$ cat src/rtl/midi_pkg.sv
// -----------------------------------------------------------------------------
// midi_pkg
// Shared types and constants for the MIDI event transmitter.
//   midi_ev_t       : event kind as presented on ev_type
//   ST_*            : upper nibble of the status byte for each event kind
//   midi_ev_entry_t : 20-bit FIFO entry {type, ch, key, val}
//   tx_state_t      : transmit FSM states (exposed on the debug output)
//   status_nibble() : maps an event kind to its status nibble
// -----------------------------------------------------------------------------
package midi_pkg;

   typedef enum logic [1:0] {
      NOTE_OFF = 2'd0,
      NOTE_ON  = 2'd1,
      CTRL     = 2'd2,
      PRG      = 2'd3
   } midi_ev_t;

   localparam logic [3:0] ST_NOTE_OFF = 4'h8;
   localparam logic [3:0] ST_NOTE_ON  = 4'h9;
   localparam logic [3:0] ST_CTRL     = 4'hB;
   localparam logic [3:0] ST_PRG      = 4'hC;

   typedef struct packed {
      midi_ev_t   ev_type;
      logic [3:0] ch;
      logic [6:0] key;
      logic [6:0] val;
   } midi_ev_entry_t;

   localparam int ENTRY_W = $bits(midi_ev_entry_t);

   typedef enum logic [2:0] {
      S_IDLE  = 3'd0,
      S_LOAD  = 3'd1,
      S_SEND  = 3'd2,
      S_GUARD = 3'd3,
      S_WAIT  = 3'd4
   } tx_state_t;

   function automatic logic [3:0] status_nibble(input midi_ev_t t);
      case (t)
         NOTE_OFF: return ST_NOTE_OFF;
         NOTE_ON:  return ST_NOTE_ON;
         CTRL:     return ST_CTRL;
         default:  return ST_PRG;
      endcase
   endfunction

endpackage

$ cat src/rtl/utils.sv
// -----------------------------------------------------------------------------
// utils
// Small shared helpers for compile-time width calculations.
//   clogb2(value) : ceil(log2(value)), 0 for value <= 1. Meant for
//                   parameter/localparam arithmetic.
// -----------------------------------------------------------------------------
package utils;

   function automatic int clogb2(input int value);
      int result;
      result = 0;
      for (int i = 0; i < 31; i++) begin
         if ((1 << i) < value) begin
            result = i + 1;
         end
      end
      return result;
   endfunction

endpackage

$ cat src/rtl/midi_ev_fifo.sv
// -----------------------------------------------------------------------------
// midi_ev_fifo
// Synchronous FIFO with show-ahead read data (rdata_o is the head entry
// whenever empty_o is low).
//   clk_i, rst_ni : clock, asynchronous active-low reset (empties the FIFO)
//   push_i/wdata_i: write request and data; ignored while full_o is high,
//                   even if a pop happens in the same cycle
//   pop_i         : read request; ignored while empty_o is high
//   rdata_o       : head entry
//   full_o/empty_o: status flags
// DEPTH must be a power of two >= 2. Pointers carry one extra wrap bit so
// full and empty are distinguishable when the index bits match.
// -----------------------------------------------------------------------------
module midi_ev_fifo
   import utils::*;
#(
   parameter int DEPTH = 8,
   parameter int WIDTH = 20
) (
   input  logic             clk_i,
   input  logic             rst_ni,
   input  logic             push_i,
   input  logic [WIDTH-1:0] wdata_i,
   input  logic             pop_i,
   output logic [WIDTH-1:0] rdata_o,
   output logic             full_o,
   output logic             empty_o
);

   localparam int AW = clogb2(DEPTH);

   logic [WIDTH-1:0] mem_q [DEPTH];
   logic [AW:0]      wr_ptr_q, wr_ptr_d;
   logic [AW:0]      rd_ptr_q, rd_ptr_d;
   logic             do_push;
   logic             do_pop;

   assign empty_o = (wr_ptr_q == rd_ptr_q);
   assign full_o  = (wr_ptr_q[AW] != rd_ptr_q[AW]) &&
                    (wr_ptr_q[AW-1:0] == rd_ptr_q[AW-1:0]);

   assign do_push = push_i & ~full_o;
   assign do_pop  = pop_i & ~empty_o;

   assign rdata_o = mem_q[rd_ptr_q[AW-1:0]];

   always_comb begin
      wr_ptr_d = wr_ptr_q;
      rd_ptr_d = rd_ptr_q;
      if (do_push) wr_ptr_d = wr_ptr_q + 1'b1;
      if (do_pop)  rd_ptr_d = rd_ptr_q + 1'b1;
   end

   always_ff @(posedge clk_i or negedge rst_ni) begin
      if (!rst_ni) begin
         wr_ptr_q <= '0;
         rd_ptr_q <= '0;
      end else begin
         wr_ptr_q <= wr_ptr_d;
         rd_ptr_q <= rd_ptr_d;
      end
   end

   // Storage needs no reset: entries are only read once written.
   always_ff @(posedge clk_i) begin
      if (do_push) mem_q[wr_ptr_q[AW-1:0]] <= wdata_i;
   end

endmodule

$ cat src/rtl/midi_event_tx.sv
// -----------------------------------------------------------------------------
// midi_event_tx
// Encodes note/controller/program-change events into MIDI bytes and hands
// them one at a time to a MIDI UART. Events are queued in a small FIFO.
//   CLOCK_25       : system clock (rising edge)
//   iRST_N         : asynchronous active-low reset
//   ev_valid/ev_ready, ev_type, ev_key, ev_val, midi_ch : event input
//   midi_out_ready : UART transmit buffer idle
//   midi_send_byte : one-cycle load strobe for the UART
//   midi_out_data  : byte to transmit, stable from its strobe to the next
//   busy           : FIFO non-empty or a message in progress
//   dbg_state_o    : current transmit FSM state (tx_state_t encoding)
// Handshakes: an event transfers on a rising edge where ev_valid and
// ev_ready are both high; a byte transfers to the UART in any cycle where
// midi_send_byte is high, which only happens while midi_out_ready is high.
// Optional feature macro: MIDI_RUNNING_STATUS_EN -- when defined, a status
// byte equal to the last one transmitted is omitted.
// -----------------------------------------------------------------------------
module midi_event_tx
   import midi_pkg::*;
#(
   parameter int FIFO_DEPTH = 8
) (
   input  logic       CLOCK_25,
   input  logic       iRST_N,
   input  logic       ev_valid,
   output logic       ev_ready,
   input  logic [1:0] ev_type,
   input  logic [6:0] ev_key,
   input  logic [6:0] ev_val,
   input  logic [3:0] midi_ch,
   input  logic       midi_out_ready,
   output logic       midi_send_byte,
   output logic [7:0] midi_out_data,
   output logic       busy,
   output logic [2:0] dbg_state_o
);

   midi_ev_entry_t fifo_wdata;
   logic [ENTRY_W-1:0] fifo_rdata;
   logic           fifo_full;
   logic           fifo_empty;
   logic           fifo_push;
   logic           fifo_pop;

   tx_state_t      state_q, state_d;
   midi_ev_entry_t msg_q, msg_d;
   logic [1:0]     idx_q, idx_d;      // index of the next byte: 0 status, 1 key, 2 val
   logic [1:0]     last_q, last_d;    // index of the final byte of this message
   logic           guard_q, guard_d;  // second GUARD cycle marker
   logic [7:0]     data_q, data_d;    // last byte strobed to the UART
   logic [7:0]     status_byte;
   logic [7:0]     cur_byte;
   logic           send;
`ifdef MIDI_RUNNING_STATUS_EN
   logic [7:0]     rs_q, rs_d;        // last transmitted status byte, 8'h00 = none
`endif

   // Channel is captured with the event so later midi_ch changes do not
   // affect queued entries.
   assign fifo_wdata = '{ev_type: midi_ev_t'(ev_type), ch: midi_ch,
                         key: ev_key, val: ev_val};
   assign fifo_push  = ev_valid & ~fifo_full;
   assign fifo_pop   = (state_q == S_IDLE) & ~fifo_empty;

   midi_ev_fifo #(
      .DEPTH (FIFO_DEPTH),
      .WIDTH (ENTRY_W)
   ) u_fifo (
      .clk_i   (CLOCK_25),
      .rst_ni  (iRST_N),
      .push_i  (fifo_push),
      .wdata_i (fifo_wdata),
      .pop_i   (fifo_pop),
      .rdata_o (fifo_rdata),
      .full_o  (fifo_full),
      .empty_o (fifo_empty)
   );

   assign status_byte = {status_nibble(msg_q.ev_type), msg_q.ch};

   always_comb begin
      case (idx_q)
         2'd0:    cur_byte = status_byte;
         2'd1:    cur_byte = {1'b0, msg_q.key};
         default: cur_byte = {1'b0, msg_q.val};
      endcase
   end

   always_comb begin
      state_d = state_q;
      msg_d   = msg_q;
      idx_d   = idx_q;
      last_d  = last_q;
      guard_d = guard_q;
      data_d  = data_q;
      send    = 1'b0;
`ifdef MIDI_RUNNING_STATUS_EN
      rs_d    = rs_q;
`endif
      case (state_q)
         S_IDLE: begin
            if (!fifo_empty) begin
               msg_d   = midi_ev_entry_t'(fifo_rdata);
               state_d = S_LOAD;
            end
         end
         S_LOAD: begin
            last_d  = (msg_q.ev_type == PRG) ? 2'd1 : 2'd2;
            idx_d   = 2'd0;
`ifdef MIDI_RUNNING_STATUS_EN
            if (status_byte == rs_q) idx_d = 2'd1;
`endif
            state_d = S_SEND;
         end
         S_SEND: begin
            if (midi_out_ready) begin
               send    = 1'b1;
               data_d  = cur_byte;
               idx_d   = idx_q + 2'd1;
               guard_d = 1'b0;
               state_d = S_GUARD;
`ifdef MIDI_RUNNING_STATUS_EN
               if (idx_q == 2'd0) rs_d = status_byte;
`endif
            end
         end
         S_GUARD: begin
            // The UART may not drop its ready flag immediately after a load,
            // so ready is ignored for two cycles.
            if (guard_q) state_d = S_WAIT;
            else         guard_d = 1'b1;
         end
         S_WAIT: begin
            if (midi_out_ready) begin
               state_d = (idx_q > last_q) ? S_IDLE : S_SEND;
            end
         end
         default: state_d = S_IDLE;
      endcase
   end

   always_ff @(posedge CLOCK_25 or negedge iRST_N) begin
      if (!iRST_N) begin
         state_q <= S_IDLE;
         msg_q   <= '0;
         idx_q   <= 2'd0;
         last_q  <= 2'd0;
         guard_q <= 1'b0;
         data_q  <= 8'h00;
      end else begin
         state_q <= state_d;
         msg_q   <= msg_d;
         idx_q   <= idx_d;
         last_q  <= last_d;
         guard_q <= guard_d;
         data_q  <= data_d;
      end
   end

`ifdef MIDI_RUNNING_STATUS_EN
   always_ff @(posedge CLOCK_25 or negedge iRST_N) begin
      if (!iRST_N) rs_q <= 8'h00;
      else         rs_q <= rs_d;
   end
`endif

   // The byte is presented combinationally in the strobe cycle and held in
   // data_q afterwards, so the output only changes at a strobe.
   assign midi_send_byte = send;
   assign midi_out_data  = send ? cur_byte : data_q;
   assign ev_ready       = ~fifo_full;
   assign busy           = ~fifo_empty | (state_q != S_IDLE);
   assign dbg_state_o    = state_q;

endmodule
$ cat config.mk
export PLATFORM = sky130hd
export DESIGN_NAME = midi_event_tx
export DESIGN_NICKNAME = d
export VERILOG_FILES = /design/src/rtl/midi_pkg.sv /design/src/rtl/utils.sv /design/src/rtl/midi_ev_fifo.sv /design/src/rtl/midi_event_tx.sv
export SDC_FILE = /design/constraint.sdc
export NUM_CORES = 1
export LEC_CHECK = 0
export ABC_CLOCK_PERIOD_IN_PS = 3500
export CAP_MARGIN = 15
export CORE_MARGIN = 10
export CORE_UTILIZATION = 50
export CTS_BUF_LIST = sky130_fd_sc_hd__clkbuf_8
export DETAILED_ROUTE_END_ITERATION = 8
export GPL_TIMING_DRIVEN = 0
export HOLD_SLACK_MARGIN = 0.12
export PLACE_DENSITY = 0.71
export SYNTH_ARGS = -nofsm -noshare
export SYNTH_HDL_FRONTEND = slang
export SYNTH_HIERARCHICAL = 1
export SYNTH_SLANG_ARGS = --single-unit
$ cat constraint.sdc
create_clock -name CLOCK_25 -period 3.5 [get_ports CLOCK_25]
set_input_delay 0.35 -clock CLOCK_25 [delete_from_list [all_inputs] [get_ports CLOCK_25]]
set_output_delay 0.35 -clock CLOCK_25 [all_outputs]
set_load 0.03 [all_outputs]
==> results of run 1 <==
[state kept, by name (all words and copies together), names as in the netlist]
register and cells:
u_fifo/wr_ptr_q 4, data_q 8, last_q 2, guard_q 1, idx_q 2, dbg_state_o 3
u_fifo/rd_ptr_q 4, u_fifo/mem_q 160, msg_q 20
[placed cells by master (no fill, tap or decap), types with 14 or more instances in the layout]
cell,n
mux4_2,27
dfrtp_1,44
inv_1,14
mux2_2,25
a21oi_1,16
clkbuf_8,35
buf_6,15
clkdlybuf4s50_1,36
edfxtp_1,160
mux2_4,17
[routing by layer]
layer  vias up  routed length, um  track usage (%)
met2       121               8085            23.94
met3        31               1041            3.631
met1      2188               6669            18.76
li1       1933                  -                -
met5         -                  0                0
met4         0                304            5.345
[cells in the mapped netlist (3+ instances only)]
| library cell | number | area share (%) |
|---|---|---|
| mux4_2 | 27 | 7.2 |
| edfxtp_1 | 160 | 57 |
| a22o_1 | 6 | 0.62 |
| mux2_2 | 25 | 3.3 |
| o41ai_1 | 3 | 0.31 |
| nand3b_1 | 3 | 0.27 |
| nand3_1 | 3 | 0.18 |
| nor3_1 | 3 | 0.18 |
| ha_1 | 9 | 1.3 |
| dfrtp_1 | 44 | 13 |
| nand2_1 | 10 | 0.44 |
| nor2b_1 | 4 | 0.29 |
| buf_6 | 8 | 1.1 |
| xnor2_1 | 5 | 0.52 |
| o311ai_1 | 3 | 0.31 |
| clkbuf_1 | 8 | 0.35 |
| o21ai_0 | 4 | 0.24 |
| mux4_1 | 13 | 4.0 |
| mux2_4 | 17 | 3.0 |
| a21oi_1 | 16 | 0.94 |
| buf_2 | 5 | 0.29 |
| nor2_1 | 15 | 0.66 |
| inv_1 | 8 | 0.35 |
[cells by family after synthesis]
kind of cell    Yosys count  share of synthesized area, %
simple gates             54                         3.623
compound gates           42                         3.800
buf+inv                  32                         2.415
xor+xnor                  9                         1.458
flops                   204                         69.51
mux                      85                         17.86
fa+ha+maj                 9                         1.326
[what timing repair did]
item | in CTS | in global routing
setup endpoints to repair | 0 | 1
hold buffers | 1 | 0
endpoints found under the hold margin | 21 | 0
gates resized for setup | 0 | 1
[power breakdown]
part / switching [uW] / total [uW] / internal [uW]
Clock: 872 / 1950 / 1080
Sequential: 243 / 3460 / 3210
Combinational: 1900 / 3650 / 1740
[cell type report]
class	instances	area, sq um	share of cell area, %
clock buffers	35	481.7	4.815
repair buffers	50	554.3	5.540
flip-flops and latches	204	5906	59.03
multi-input cells	199	2427	24.26
well taps	220	275.3	2.751
inverters	8	30.03	0.3001
clock inverters	25	155.1	1.551
plain buffers	24	175.2	1.751
[metrics by stage]
step	power (uW)	setup TNS (ns)	setup WS, ns
detailed placement	7182	0	0.2871
floorplan	6063	0	0.01748
finish	9050	0	0.2516
CTS	9157	0	0.1803
global placement	6980	-143.85	-1.835
global route	9546	0	0.08532
[worst min path at each step]
stage	from	endpoint	slack [ns]	cells after the start
3_5_place_dp	iRST_N	dbg_state_o[0]	0.37	1
2_1_floorplan	iRST_N	data_q[0]	0.05	0
6_report	iRST_N	dbg_state_o[0]	0.38	2
3_3_place_gp	guard_q	guard_q	0.48	2
5_1_grt	iRST_N	dbg_state_o[1]	0.41	2
4_1_cts	iRST_N	dbg_state_o[1]	0.38	2
==> metrics.yaml, run 1 <==
crit_family: "buffers and inverters"
reg2regPathDepth: 8
stdcell_area_sq_mm: 0.01000
yosys_warnings: 6
critical_path_class: "reg2out"
finalSetupViolations: 0
required_ns: 3.15
ctsLongestPathBuffers: 3
pin_count: 38
start_util_pct: 51.05
core_area_sq_mm: 0.01664
ant_nets: 0
drt-wirelength-per-cell_um: 21.05
status: "completed"
min_path_type: "in2async"
regToRegStartpoint: "u_fifo/rd_ptr_q[2]"
ys_async_sr_fraction_pct: 21.57
die_w_um: 150.4
globalRouteOverflowTotal: 0
placementRows: 47
synth_area_sq_mm: 0.008496
htree_levels: 2
synth-edff-count: 160
drtPass1Iterations: 4
cpPeakStageDelay_ns: 0.62
r2r-end: "u_fifo/mem_q[0][1]"
avgSynthCellArea_sq_um: 19.53
hold_ws_ns: 0.3808
grt_max_degree: 24
clkSlewWorstSetupHoldPaths_ns: 0.06
ir_worst_vdd_v: 0.0004855
cp-endpoint: "midi_out_data[4]"
synth_seq_cells: 204
clock_tree.root_cell: "clkbuf_8"
cp-start-kind: "register"
vias: 4273
wirelength_mm: 16.10
syn_nets: 468
critPathSlowestCell: "clkdlybuf4s50_1"
worst_pin_slew_ns: 0.9774
arrival_ns: 2.90
globalRouteTotalUtil_pct: 14.69
fmax_ghz: 0.3078
die_h_um: 150.4
layout.nets: 554
fin_worst_skew_ns: 0.01169
place_inst: 704
finalHoldViolations: 0
first_global_vias: 4612
drv_slew: 0
drtIter0Drc: 213
hpwl_mm: 10.99
clk_latency_ns: 0.49
cts_tree: "built"
rsz0062_at_grt: "no"
place.gp.congestion: 0.7743
instances_no_fill: 765
p_leak_uw: 0.003535
cts_buffers: 34
placed_cell_area_sq_mm: 0.009355
grt_pass1_wl_mm: 25.47
maxSlewHeadroom_pct: 33.99
cp_max_fo: 9
grt_antenna_before_repair: 0
utilization_pct: 60.12
drc_errors: 0
post-cts-setup-buffers: 0
yosysSeqAreaShare_pct: 69.51
power.density_mw_per_mm2: 904.5
drive_gt1_share_pct: 29.36
synth_cell_types: 49
startpoint: "idx_q[0]"
r2r_slack_ns: 0.33
crit_chain: "inv_1, ha_1, clkbuf_1, nor2_2, a221oi_1, a21oi_1, clkdlybuf4s50_1"
critPathCaptureType: "output port"
viasPerCell: 5.586
io_buffers: 37
finalCritPeriodShare_pct: 92.81
critPathBufInv: 3
diodes: 0
clock-sinks: 204
dieArea_sq_mm: 0.02261
finalCriticalPeriod_ns: 3.248
worst-path-stages: 7
nFillCells: 1210
syn_to_final_growth_pct: 17.76
syn_inst: 435
cap_violations: 0
ys.flop_type: "edfxtp_1"
Power figures use the tool's default switching activity.
==> run 2: changes to the inputs <==
Settings changed: CAP_MARGIN 15 to 30, CORE_UTILIZATION 50 to 55, PLACE_DENSITY 0.71 to 0.76.
==> run 2 against run 1 <==
Net effect:
- sequential share of layout area rose by 0.38 points
- sequential cell count did not move
- die area fell by 7.9%
- critical path type is now reg2reg
- critical endpoint is now u_fifo/mem_q[5][6]
- power fell by 0.81%
- setup slack got worse by 0.12 ns
==> metrics.yaml, run 2 (synthesis gave the netlist of run 1 again) <==
largest_register_ffs: 160  # unchanged
drive_gt1_share_pct: 29.49  # was 29.36%
hold_ws_ns: 0.3149  # was 0.3808 ns
htree_levels: 2  # unchanged
status: "completed"  # unchanged
die_w_um: 144.3  # was 150.4 um
ant_nets: 0  # unchanged
instances_no_fill: 734  # was 765
pwr-share-seq_pct: 38.5  # was 38.2%
clockPowerShare_pct: 20.1  # was 21.5%
layout_common_cells: "160 x edfxtp_1, 44 x dfrtp_1, 36 x clkdlybuf4s50_1"  # unchanged
placementRows: 45  # was 47
finalHoldViolations: 0  # unchanged
total_power_uw: 8976  # was 9050 uW
min_path_type: "in2async"  # unchanged
required_ns: 3.71  # was 3.15 ns
drtPass1Iterations: 5  # was 4
critical_path_class: "reg2reg"  # was reg2out
grt_max_degree: 27  # was 24
utilization_pct: 65.63  # was 60.12%
cp-start-kind: "register"  # unchanged
diodes: 0  # unchanged
clkSlewWorstSetupHoldPaths_ns: 0.06  # about the same
hpwl_mm: 11.70  # was 10.99 mm
cts_tree: "built"  # unchanged
p_leak_uw: 0.003540  # was 0.003535 uW
globalRouteTotalUtil_pct: 17.37  # was 14.69%
viasPerCell: 5.881  # was 5.586
stdcell_area_sq_mm: 0.009941  # was 0.01000 sq mm
pin_count: 38  # unchanged
clock_tree.root_cell: "clkbuf_8"  # unchanged
drt-wirelength-per-cell_um: 23.33  # was 21.05 um
placed_cell_area_sq_mm: 0.009340  # was 0.009355 sq mm
p_sw_share_pct: 34.30  # was 33.32%
layout.nets: 557  # was 554
globalRouteOverflowTotal: 0  # unchanged
power.density_mw_per_mm2: 903.0  # was 904.5 mW/mm^2
place.gp.congestion: 0.7984  # was 0.7743
place_inst: 675  # was 704
clock-sinks: 204  # unchanged
nFillCells: 998  # was 1,210
syn_to_final_growth_pct: 17.01  # was 17.76%
drc_errors: 0  # unchanged
critPathCaptureType: "register"  # was output port
cp_max_fo: 9  # unchanged
dieArea_sq_mm: 0.02082  # was 0.02261 sq mm
reg2regPathDepth: 8  # unchanged
clk_latency_ns: 0.52  # was 0.49 ns
regToRegStartpoint: "u_fifo/rd_ptr_q[2]"  # unchanged
grt_antenna_before_repair: 0  # unchanged
ctsLongestPathBuffers: 3  # unchanged
post-cts-setup-buffers: 0  # unchanged
finalCriticalPeriod_ns: 3.372  # was 3.248 ns
final_common_cell: "edfxtp_1"  # unchanged
switching_power_uw: 3079  # was 3016 uW
first_global_vias: 4590  # was 4,612
worst_pin_slew_ns: 1.274  # was 0.9774 ns
fin_worst_skew_ns: 0.02184  # was 0.01169 ns
wirelength_mm: 17.12  # was 16.10 mm
ir_worst_vdd_v: 0.0003574  # was 0.0004855 V
combPwrFrac_pct: 41.4  # was 40.3%
r2r-end: "u_fifo/mem_q[5][6]"  # was u_fifo/mem_q[0][1]
core_area_sq_mm: 0.01515  # was 0.01664 sq mm
die_h_um: 144.3  # was 150.4 um
cap_violations: 0  # unchanged
cts_buffers: 34  # unchanged
finalSetupViolations: 0  # unchanged
rsz0062_at_grt: "yes"  # was no
fmax_ghz: 0.2966  # was 0.3078 GHz
r2r_slack_ns: 0.13  # was 0.33 ns
io_buffers: 37  # unchanged
grt_pass1_wl_mm: 26.79  # was 25.47 mm
vias: 4317  # was 4,273
finalCritPeriodShare_pct: 96.34  # was 92.81%
arrival_ns: 3.58  # was 2.90 ns
drv_slew: 0  # unchanged
p_int_uw: 5898  # was 6034 uW
start_util_pct: 56.09  # was 51.05%
drtIter0Drc: 265  # was 213
maxSlewHeadroom_pct: 13.95  # was 33.99%
==> run 2: layer usage <==
layer / routed length, um / global-route usage (%) / share of wire [%] / up-vias
li1: - / - / - / 1937
met1: 6999 / 21.45 / 41 / 2225
met2: 8734 / 29.11 / 51 / 120
met3: 859 / 4.329 / 5.0 / 35
met4: 528 / 6.277 / 3.1 / 0
met5: 0 / 0 / 0 / -
==> run 2: area by class of cell <==
type | count | area (sq um) | area share [%]
clock buffers | 35 | 481.7 | 4.846
plain buffers | 24 | 175.2 | 1.762
flip-flops and latches | 204 | 5906 | 59.41
well taps | 188 | 235.2 | 2.366
clock inverters | 23 | 95.09 | 0.9566
multi-input cells | 199 | 2439 | 24.53
inverters | 8 | 30.03 | 0.3021
repair buffers | 53 | 579.3 | 5.828
==> run 2: how the worst max path moves through the flow <==
stage                        from  cells after the start            endpoint
2_1_floorplan  u_fifo/rd_ptr_q[2]                      7  u_fifo/mem_q[0][0]
3_3_place_gp   u_fifo/rd_ptr_q[2]                      7  u_fifo/mem_q[0][8]
3_5_place_dp   u_fifo/rd_ptr_q[2]                      8  u_fifo/mem_q[6][6]
4_1_cts        u_fifo/rd_ptr_q[2]                      8  u_fifo/mem_q[6][2]
5_1_grt        u_fifo/rd_ptr_q[2]                      8  u_fifo/mem_q[5][6]
6_report       u_fifo/rd_ptr_q[2]                      8  u_fifo/mem_q[5][6]
==> run 2: stage by stage <==
step	TNS, ns	setup slack (ns)
global placement	-158.94	-1.706
global route	-0.2217	-0.04600
CTS	0	0.03436
finish	0	0.1280
detailed placement	0	0.07123
floorplan	0	0.01748
==> run 2: timing repair <==
item | 4_1_cts | 5_1_grt
endpoints found under the setup margin | 0 | 20
hold endpoints to repair | 18 | 0
hold buffers | 1 | 0
resized for setup | 0 | 3
==> run 2: power groups by stage <==
stage | sequential [uW] | clock, uW | combinational, uW
floorplan | 3460 | 0 | 2600
finish | 3450 | 1800 | 3720
global route | 3510 | 1990 | 3970
global placement | 3490 | 0 | 3490
detailed placement | 3500 | 0 | 3720
CTS | 3460 | 1850 | 3740
==> run 2: worst max-delay path: stages, from the launching register on <==
cell and delay (ns):
dfrtp_1 0.36, buf_2 0.16, xor2_2 0.49, nor4_2 0.21, nor2b_1 0.43, nand2_1 0.27
nor3_2 0.70, buf_6 0.25, buf_6 0.17
==> run 3: changes to the inputs <==
Settings changed: CELL_PAD_IN_SITES_DETAIL_PLACEMENT set to 1, CELL_PAD_IN_SITES_GLOBAL_PLACEMENT set to 1, CORE_UTILIZATION 55 to 49, PLACE_DENSITY 0.76 to unset, PLACE_DENSITY_LB_ADDON set to 0.1.
==> run 3 against run 2 <==
Net effect:
- die area rose by 11%
- register-to-register slack improved by 0.12 ns
- combinational power rose by 1%
- fmax rose by 3.8%
- sequential power barely moved
- final cell count rose by 5.7%
==> metrics.yaml, run 3 (synthesis gave the netlist of run 1 again) <==
place.gp.congestion: 0.7026  # was 0.7984
die_h_um: 151.7  # was 144.3 um
pin_count: 38  # unchanged
clock_tree.root_cell: "clkbuf_8"  # unchanged
ir_worst_vdd_v: 0.0003926  # was 0.0003574 V
clk_latency_ns: 0.52  # about the same
cp-start-kind: "register"  # unchanged
p_leak_uw: 0.003560  # was 0.003540 uW
power.density_mw_per_mm2: 909.5  # was 903.0 mW/mm^2
grt_max_degree: 40  # was 27
drt-wirelength-per-cell_um: 23.46  # was 23.33 um
regToRegStartpoint: "u_fifo/rd_ptr_q[2]"  # unchanged
fmax_ghz: 0.3078  # was 0.2966 GHz
finalWorstSetupSlack_ns: 0.2508  # was 0.1280 ns
fin_worst_skew_ns: 0.02254  # was 0.02184 ns
grt_pass1_wl_mm: 28.13  # was 26.79 mm
dpl_worst_slack_ns: 0.2956  # was 0.07123 ns
required_ns: 3.71  # about the same
clkSlewWorstSetupHoldPaths_ns: 0.06  # about the same
finalCritPeriodShare_pct: 92.83  # was 96.34%
placed_cell_area_sq_mm: 0.009398  # was 0.009340 sq mm
critPathCaptureType: "register"  # unchanged
drt-met1-wl_mm: 8.172  # was 6.999 mm
maxSlewHeadroom_pct: 44.84  # was 13.95%
nFillCells: 1499  # was 998
route.met2.wl_mm: 8.957  # was 8.734 mm
cts_tree: "built"  # unchanged
io_buffers: 37  # unchanged
rsz0062_at_grt: "no"  # was yes
cts_buffers: 36  # was 34
drtIter0Drc: 253  # was 265
wirelength_mm: 18.21  # was 17.12 mm
final_common_cell: "edfxtp_1"  # unchanged
layout.nets: 558  # was 557
ctsLongestPathBuffers: 3  # unchanged
largest_register_ffs: 160  # unchanged
cap_violations: 0  # unchanged
drv_slew: 0  # unchanged
min_path_type: "in2async"  # unchanged
hpwl_mm: 12.45  # was 11.70 mm
worst_pin_slew_ns: 0.8274  # was 1.274 ns
finalCriticalPeriod_ns: 3.249  # was 3.372 ns
stdcell_area_sq_mm: 0.01003  # was 0.009941 sq mm
placementRows: 48  # was 45
arrival_ns: 3.46  # was 3.58 ns
die_w_um: 151.7  # was 144.3 um
finalSetupViolations: 0  # unchanged
syn_to_final_growth_pct: 18.10  # was 17.01%
status: "completed"  # unchanged
r2r_slack_ns: 0.25  # was 0.13 ns
diodes: 0  # unchanged
drc_errors: 0  # unchanged
dieArea_sq_mm: 0.02301  # was 0.02082 sq mm
r2r-end: "u_fifo/mem_q[2][2]"  # was u_fifo/mem_q[5][6]
layout_common_cells: "160 x edfxtp_1, 44 x dfrtp_1, 36 x clkbuf_8, 36 x clkdlybuf4s50_1, 27 x mux4_2"  # was 160 x edfxtp_1, 44 x dfrtp_1, 36 x clkdlybuf4s50_1
vias: 4405  # was 4,317
first_global_vias: 4730  # was 4,590
clock-sinks: 204  # unchanged
htree_levels: 2  # unchanged
globalRouteOverflowTotal: 0  # unchanged
top_layer: "met4"  # unchanged
start_util_pct: 49.63  # was 56.09%
viasPerCell: 5.677  # was 5.881
ant_nets: 0  # unchanged
dr_wl_met3_um: 819  # was 859 um
critical_path_class: "reg2reg"  # unchanged
grt_antenna_before_repair: 0  # unchanged
reg2regPathDepth: 9  # was 8
finalHoldViolations: 0  # unchanged
drtPass1Iterations: 4  # was 5
drive_gt1_share_pct: 29.58  # was 29.49%
cp_max_fo: 12  # was 9
core_area_sq_mm: 0.01712  # was 0.01515 sq mm
globalRouteTotalUtil_pct: 16.25  # was 17.37%
run 3: changes by cell type in the layout (fill, tap and decap cells not counted), moves of 3 or more:
cell | before | now
buf_16 | 0 | 3
buf_6 | 15 | 12
clkinv_1 | 7 | 10
buf_8 | 8 | 5
run 3: worst max-delay path, cell delays in order (launching register included):
cell and delay [ns]:
dfrtp_1 0.36, buf_2 0.18, xor2_2 0.49, nor4_2 0.20
nor2b_1 0.40, nor2b_1 0.20, o41ai_1 0.08, clkbuf_2 0.17
nor2_2 0.62, buf_16 0.24
run 3: stage by stage:
stage / hold WS, ns / util, % / instances / power, uW / setup TNS (ns)
after floorplan: 0.05441 / - / 435 / 6063 / 0
after global placement: 0.4854 / 53.48 / 697 / 7051 / -153.77
after detailed placement: 0.2007 / 54.91 / 710 / 7311 / 0
after CTS: 0.1912 / 58.57 / 775 / 9244 / 0
after global routing: 0.2076 / 58.62 / 776 / 9640 / 0
final: 0.2065 / 58.62 / 776 / 9125 / 0
run 3: area by class of cell:
| cell class | instances | area (sq um) | area share (%) |
|---|---|---|---|
| tap | 225 | 281.5 | 2.806 |
| clock inverter | 28 | 122.6 | 1.222 |
| inverter | 8 | 30.03 | 0.2993 |
| sequential | 204 | 5906 | 58.86 |
| clock buffer | 36 | 495.5 | 4.938 |
| multi-input combinational | 199 | 2427 | 24.19 |
| buffer | 24 | 175.2 | 1.746 |
| timing repair buffer | 52 | 595.6 | 5.936 |
run 3: power by group:
group          internal [uW]  total, uW  switching [uW]  leakage [uW]
sequential              3210       3460             248       0.00197
combinational           1770       3770            1990       0.00124
clock                    964       1900             932      0.000354
total                   5950       9130            3170       0.00356
run 3: per-layer routing:
metal / vias to the layer above / global-route usage (%)
li1: 1938 / -
met1: 2350 / 21.64
met2: 92 / 26.46
met3: 25 / 3.683
met4: 0 / 4.290
met5: - / 0
run 3: what timing repair did:
item / 4_1_cts / 5_1_grt
endpoints found under the setup margin: 0 / 4
gates resized for setup: 0 / 1
hold buffers: 1 / 0
hold endpoints to repair: 44 / 0
setup buffers: 0 / 0
run 3: how the worst max path moves through the flow:
| stage | cells after the start | end | slack, ns | start |
|---|---|---|---|---|
| 2_1_floorplan | 7 | u_fifo/mem_q[0][0] | 0.02 | u_fifo/rd_ptr_q[2] |
| 3_3_place_gp | 7 | u_fifo/mem_q[0][7] | -1.77 | u_fifo/rd_ptr_q[2] |
| 3_5_place_dp | 8 | u_fifo/mem_q[0][7] | 0.30 | u_fifo/rd_ptr_q[2] |
| 4_1_cts | 7 | midi_out_data[5] | 0.16 | idx_q[0] |
| 5_1_grt | 7 | midi_out_data[4] | 0.07 | idx_q[1] |
| 6_report | 9 | u_fifo/mem_q[2][2] | 0.25 | u_fifo/rd_ptr_q[2] |
